--- src/rtl/id_ex_stage.sv ---
// ID/EX pipeline register with EX-side operand forwarding and load-use hazard detection.
// Bubbles are inserted on flush, load-use stall or an idle ID slot; hold freezes the stage.
module id_ex_stage #(
  parameter int         XLEN   = 32,
  parameter int         RIDX   = 5,
  parameter logic [4:0] NOP_OP = 5'b00000
) (
  input  logic            clk,
  input  logic            rstn,
  input  logic            hold_i,
  input  logic            flush_i,
  input  logic            id_valid,
  input  logic [XLEN-1:0] id_pc,
  input  logic [RIDX-1:0] id_rs1,
  input  logic [RIDX-1:0] id_rs2,
  input  logic [RIDX-1:0] id_rd,
  input  logic [XLEN-1:0] id_rd1,
  input  logic [XLEN-1:0] id_rd2,
  input  logic [XLEN-1:0] id_imm,
  input  logic [4:0]      id_aluop,
  input  logic            id_alusrc,
  input  logic            id_regwrite,
  input  logic            id_memread,
  input  logic            id_memwrite,
  input  logic [1:0]      id_wdsel,
  input  logic            exmem_regwrite,
  input  logic [RIDX-1:0] exmem_rd,
  input  logic [XLEN-1:0] exmem_aluout,
  input  logic            memwb_regwrite,
  input  logic [RIDX-1:0] memwb_rd,
  input  logic [XLEN-1:0] memwb_wd,
  output logic [XLEN-1:0] ex_A,
  output logic [XLEN-1:0] ex_B,
  output logic [4:0]      ex_aluop,
  output logic [XLEN-1:0] ex_pc,
  output logic [XLEN-1:0] ex_store_data,
  output logic [RIDX-1:0] ex_rd,
  output logic            ex_regwrite,
  output logic            ex_memread,
  output logic            ex_memwrite,
  output logic [1:0]      ex_wdsel,
  output logic            ex_valid,
  output logic            load_use_stall
);

  typedef struct packed {
    logic            valid;
    logic [XLEN-1:0] pc;
    logic [RIDX-1:0] rs1;
    logic [RIDX-1:0] rs2;
    logic [RIDX-1:0] rd;
    logic [XLEN-1:0] rd1;
    logic [XLEN-1:0] rd2;
    logic [XLEN-1:0] imm;
    logic [4:0]      aluop;
    logic            alusrc;
    logic            regwrite;
    logic            memread;
    logic            memwrite;
    logic [1:0]      wdsel;
  } stage_t;

  stage_t          stage_r;
  stage_t          stage_nxt_s;
  stage_t          capture_s;
  logic            load_use_s;
  logic [XLEN-1:0] fwd_rs1_s;
  logic [XLEN-1:0] fwd_rs2_s;

  function automatic stage_t bubble_f();
    stage_t b;
    b       = '0;
    b.aluop = NOP_OP;
    return b;
  endfunction

  // x0 is hard-wired zero, so a producer naming it must never be forwarded.
  function automatic logic [XLEN-1:0] fwd_f(
    input logic [RIDX-1:0] rs,
    input logic [XLEN-1:0] regval,
    input logic            em_rw,
    input logic [RIDX-1:0] em_rd,
    input logic [XLEN-1:0] em_val,
    input logic            mw_rw,
    input logic [RIDX-1:0] mw_rd,
    input logic [XLEN-1:0] mw_val
  );
    logic [XLEN-1:0] r;
    if (rs == {RIDX{1'b0}}) begin
      r = {XLEN{1'b0}};
    end else if (em_rw && (em_rd == rs)) begin
      r = em_val;
    end else if (mw_rw && (mw_rd == rs)) begin
      r = mw_val;
    end else begin
      r = regval;
    end
    return r;
  endfunction

  // Pack the incoming ID fields into a stage record.
  always_comb begin
    capture_s          = '0;
    capture_s.valid    = 1'b1;
    capture_s.pc       = id_pc;
    capture_s.rs1      = id_rs1;
    capture_s.rs2      = id_rs2;
    capture_s.rd       = id_rd;
    capture_s.rd1      = id_rd1;
    capture_s.rd2      = id_rd2;
    capture_s.imm      = id_imm;
    capture_s.aluop    = id_aluop;
    capture_s.alusrc   = id_alusrc;
    capture_s.regwrite = id_regwrite;
    capture_s.memread  = id_memread;
    capture_s.memwrite = id_memwrite;
    capture_s.wdsel    = id_wdsel;
  end

  // Load in EX whose result is needed by ID; a flush makes the ID instruction irrelevant.
  always_comb begin
    load_use_s = 1'b0;
    if (!flush_i && stage_r.valid && stage_r.memread && (stage_r.rd != {RIDX{1'b0}}) &&
        id_valid && ((stage_r.rd == id_rs1) || (stage_r.rd == id_rs2))) begin
      load_use_s = 1'b1;
    end else begin
      load_use_s = 1'b0;
    end
  end

  // Next-state selection: flush beats hold, hold beats stall, stall beats capture.
  always_comb begin
    stage_nxt_s = stage_r;
    if (flush_i) begin
      stage_nxt_s = bubble_f();
    end else if (hold_i) begin
      stage_nxt_s = stage_r;
    end else if (load_use_s || !id_valid) begin
      stage_nxt_s = bubble_f();
    end else begin
      stage_nxt_s = capture_s;
    end
  end

  // Pipeline register.
  always_ff @(posedge clk or negedge rstn) begin
    if (!rstn) begin
      stage_r <= bubble_f();
    end else begin
      stage_r <= stage_nxt_s;
    end
  end

  // Operand forwarding for both EX sources.
  always_comb begin
    fwd_rs1_s = fwd_f(stage_r.rs1, stage_r.rd1, exmem_regwrite, exmem_rd, exmem_aluout,
                      memwb_regwrite, memwb_rd, memwb_wd);
    fwd_rs2_s = fwd_f(stage_r.rs2, stage_r.rd2, exmem_regwrite, exmem_rd, exmem_aluout,
                      memwb_regwrite, memwb_rd, memwb_wd);
  end

  assign ex_A           = fwd_rs1_s;
  assign ex_B           = stage_r.alusrc ? stage_r.imm : fwd_rs2_s;
  assign ex_store_data  = fwd_rs2_s;
  assign ex_aluop       = stage_r.aluop;
  assign ex_pc          = stage_r.pc;
  assign ex_rd          = stage_r.rd;
  assign ex_regwrite    = stage_r.regwrite;
  assign ex_memread     = stage_r.memread;
  assign ex_memwrite    = stage_r.memwrite;
  assign ex_wdsel       = stage_r.wdsel;
  assign ex_valid       = stage_r.valid;
  assign load_use_stall = load_use_s;

endmodule

--- config.mk ---
export PLATFORM = sky130hd
export DESIGN_NAME = id_ex_stage
export DESIGN_NICKNAME = d
export VERILOG_FILES = /design/src/rtl/id_ex_stage.sv
export SDC_FILE = /design/constraint.sdc
export NUM_CORES = 1
export LEC_CHECK = 0
export CAP_MARGIN = 5
export CORE_AREA = 3 3 145 147
export CTS_CLUSTER_SIZE = 12
export DETAILED_ROUTE_END_ITERATION = 7
export DIE_AREA = 0 0 148 150
export GPL_TIMING_DRIVEN = 0
export HOLD_SLACK_MARGIN = 0.06
export PLACE_DENSITY_LB_ADDON = 0.2
export SYNTH_ARGS = -nofsm -noshare
export SYNTH_HDL_FRONTEND = slang
export SYNTH_SLANG_ARGS = --single-unit
--- constraint.sdc ---
create_clock -name clk -period 4.4 [get_ports clk]
set_input_delay 1.1 -clock clk [delete_from_list [all_inputs] [get_ports clk]]
set_output_delay 1.1 -clock clk [all_outputs]
set_load 0.05 [all_outputs]
==> run metrics <==
outcome complete, no violations; pre-CTS WS -870 ps; flops & latches, synth 155; share of total power in sequential cells 0.386; Die W 148 um; Synth cell types 39; Max-slew headroom 0.414; Final Util 0.662; Cell Rows 52; combinational power share 0.229; YS warnings 0; mean post-synth cell area 10.5 um2; clk_lat worst skew 430 ps; Avg Vias per Cell 5.61; DR iter-0 viols 609; area leader, netlist dfrtp_1; Net Sw Frac 0.307; final WL 33.5 mm; Startpoint Class input port; WP data arrival 3290 ps; unrepaired setup endpoints after global routing yes; drt pass-1 iters 7; via count approximately 8400; sequential area share after synthesis 0.453; vias in the first global route 8471; CTS Root Cell clkbuf_16; Top FF cell, synth dfrtp_1; Layout Skew 16.0 ps; Pint approximately 2700 uW; ant diodes 0; die height 150 um; largest cells by area after synthesis dfrtp_1 (45%), a22o_1 (16%), a211oi_2 (4.4%), nor2_1 (4.3%), buf_4 (4.1%); Syn Nets 1047; async set or reset register ratio after synthesis 1.00; post-route ant nets 0; Pins Over Slew Limit 0; Initial Util 0.427; CTS Buf Count 17; total grt overflow 0; RePlAce Congestion approximately 0.89; CP Capture Type output pin; CP required 3300 ps; Leak Pwr 0.00585 uW; GRT Total Usage 0.289; critical path class in2out; IO Count 380; placed inst area 12700 um2; area growth from synthesis to final layout 55.1%; # Max-Cap Violations 0; crit path max fanout 10; Tcrit/Tclk final 0.998; worst slew pin tran 880 ps; first-pass GRT wire length around 50 mm; fill cell count approximately 1700; PortBufs 379; CTS tree built; layout cells sized above 1 0.239; Min-Delay Path Class reg2reg; Mapped Cells 812; Setup WS post-layout 6.65 ps; H-tree depth 4; Nets 1449; Hold Violations, Final 0; DP HPWL 24.9 mm; Core Area between 20000 and 25000 um2; final setup fails 0; min cycle time layout ~4400 ps; Post-synth EDFFs 0; share of the synthesized area in the top cell type 0.453; initial antenna violation count 0; clk buf depth 2; fin area 13300 um2; Net Sw Power 1210 uW; P per Cell Area 297 nW/um2; average wire per standard cell 22.4 um; Clk pin slew, worst setup/hold paths 60 ps; clk sink count 155; largest net degree at the start of global routing 99; Peak Freq 0.228 GHz; Mapped Area 8560 um2; VDD IR max 0.000224 V; DRC 0; Clock power frac 0.385; area of the die 22200 um2
-- path summary, 6_finish.rpt --
check                                 startpoint                       to  slack (ps)  cells past startpoint
hold reg to reg            ex_pc[31]$_DFFE_PN0P_    ex_pc[31]$_DFFE_PN0P_         510                      1
max in group asynchronous                   rstn  stage_r[34]$_DFFE_PN0P_        2860                      2
min in group asynchronous                   rstn  stage_r[51]$_DFFE_PN0P_         640                      1
setup reg to reg            ex_rd[4]$_DFFE_PN0P_  stage_r[54]$_DFFE_PN0P_        2530                      7
hold / removal             ex_pc[31]$_DFFE_PN0P_    ex_pc[31]$_DFFE_PN0P_         510                      1
setup / recovery                     memwb_rd[4]                  ex_B[3]           7                      9
-- state kept, by name (all words and copies together), names as in the netlist --
register	flops
stage_r	107
ex_pc	32
ex_aluop	5
ex_rd	5
ex_wdsel	2
ex_memread	1
ex_memwrite	1
ex_regwrite	1
ex_valid	1
-- repair_timing --
| action | CTS | global route |
|---|---|---|
| setup buffers | 0 | 2 |
| hold buffers | 0 | 0 |
| pin swaps | 1 | 9 |
| gates resized for setup | 513 | 107 |
| setup endpoints to repair | 96 | 89 |
| cloned | 0 | 2 |
-- cell usage after synthesis, drive strengths merged, types with 3 or more instances --
| cell type | instances |
|---|---|
| nand3 | 4 |
| clkbuf | 35 |
| nand2 | 37 |
| a221oi | 30 |
| xor2 | 10 |
| a211oi | 34 |
| and2 | 31 |
| buf | 86 |
| a22o | 154 |
| dfrtp | 155 |
| mux2i | 32 |
| o31ai | 32 |
| o21ai | 32 |
| nor2 | 101 |
| and3 | 3 |
| xnor2 | 20 |
-- through the flow --
| stage | std cells | total power, uW | hold slack [ps] | setup TNS (ps) |
|---|---|---|---|---|
| after CTS | 1494 | 3940 | 510 | -255 |
| after global routing | 1497 | 4080 | 517 | -271 |
| final | 1497 | 3940 | 506 | 0 |
| after global placement | 1461 | 2430 | 487 | -686700 |
| after floorplan | 812 | 1980 | 472 | 0 |
| after detailed placement | 1462 | 2440 | 491 | -58170 |
-- cell type report --
class                   instances  area [um2]  area share
plain buffers                 120         807      0.0608
repair buffers                383        3500       0.264
clock buffers                  17         425      0.0321
well taps                     270         338      0.0255
clock inverters                15         180      0.0136
multi-input cells             537        4140       0.312
flip-flops and latches        155        3880       0.292
-- per-layer routing --
metal | vias to the layer above | part of all wire | track usage | wire length [um]
li1 | 3800 | - | - | -
met1 | 4118 | 0.40 | 0.372 | 13500
met5 | - | 0 | 0 | 0
met3 | 57 | 0.083 | 0.0742 | 2770
met4 | 0 | 0.026 | 0.0924 | 861
met2 | 416 | 0.49 | 0.480 | 16300
-- power groups by stage --
stage	sequential, uW	combinational [uW]	clock (uW)
after floorplan	1540	448	0
after global placement	1540	886	0
after detailed placement	1540	896	0
after CTS	1520	882	1540
after global routing	1520	956	1600
final	1520	905	1520
-- cell families after synthesis --
logic type      after synthesis  share of synthesized area
xor+xnor                     30                     0.0307
mux                          32                     0.0374
compound gates              286                      0.288
buf+inv                     121                     0.0907
simple gates                188                     0.0996
flops                       155                      0.453
-- cells in the final DEF, fill, tap and decap left out, types with 4 or more instances in the layout --
| master | netlist | routed |
|---|---|---|
| inv_6 | 0 | 4 |
| buf_4 | 47 | 64 |
| o21ai_0 | 32 | 29 |
| clkbuf_16 | 0 | 18 |
| clkbuf_2 | 0 | 5 |
| nand2_1 | 36 | 36 |
| a22o_1 | 153 | 153 |
| nor2_1 | 99 | 98 |
| a221oi_2 | 4 | 22 |
| xor2_1 | 10 | 10 |
| a211oi_2 | 30 | 30 |
| dfrtp_1 | 155 | 155 |
| xnor2_1 | 20 | 20 |
| clkdlybuf4s50_1 | 0 | 279 |
| buf_6 | 5 | 13 |
| mux2i_1 | 32 | 32 |
| clkbuf_1 | 33 | 27 |
| a221oi_1 | 26 | 4 |
| a221oi_4 | 0 | 4 |
| and2_1 | 31 | 31 |
| o31ai_1 | 32 | 32 |
| clkbuf_4 | 0 | 20 |
| buf_2 | 31 | 83 |
-- worst max-delay path, cell delays in order --
cell and delay, ps:
clkdlybuf4s50_1 480, xnor2_1 150, and4_1 200, buf_2 170, nand2_2 140, buf_4 270, a221oi_2 110, o31ai_1 380
buf_4 270
Note: power is estimated with default switching activity, not from simulation.
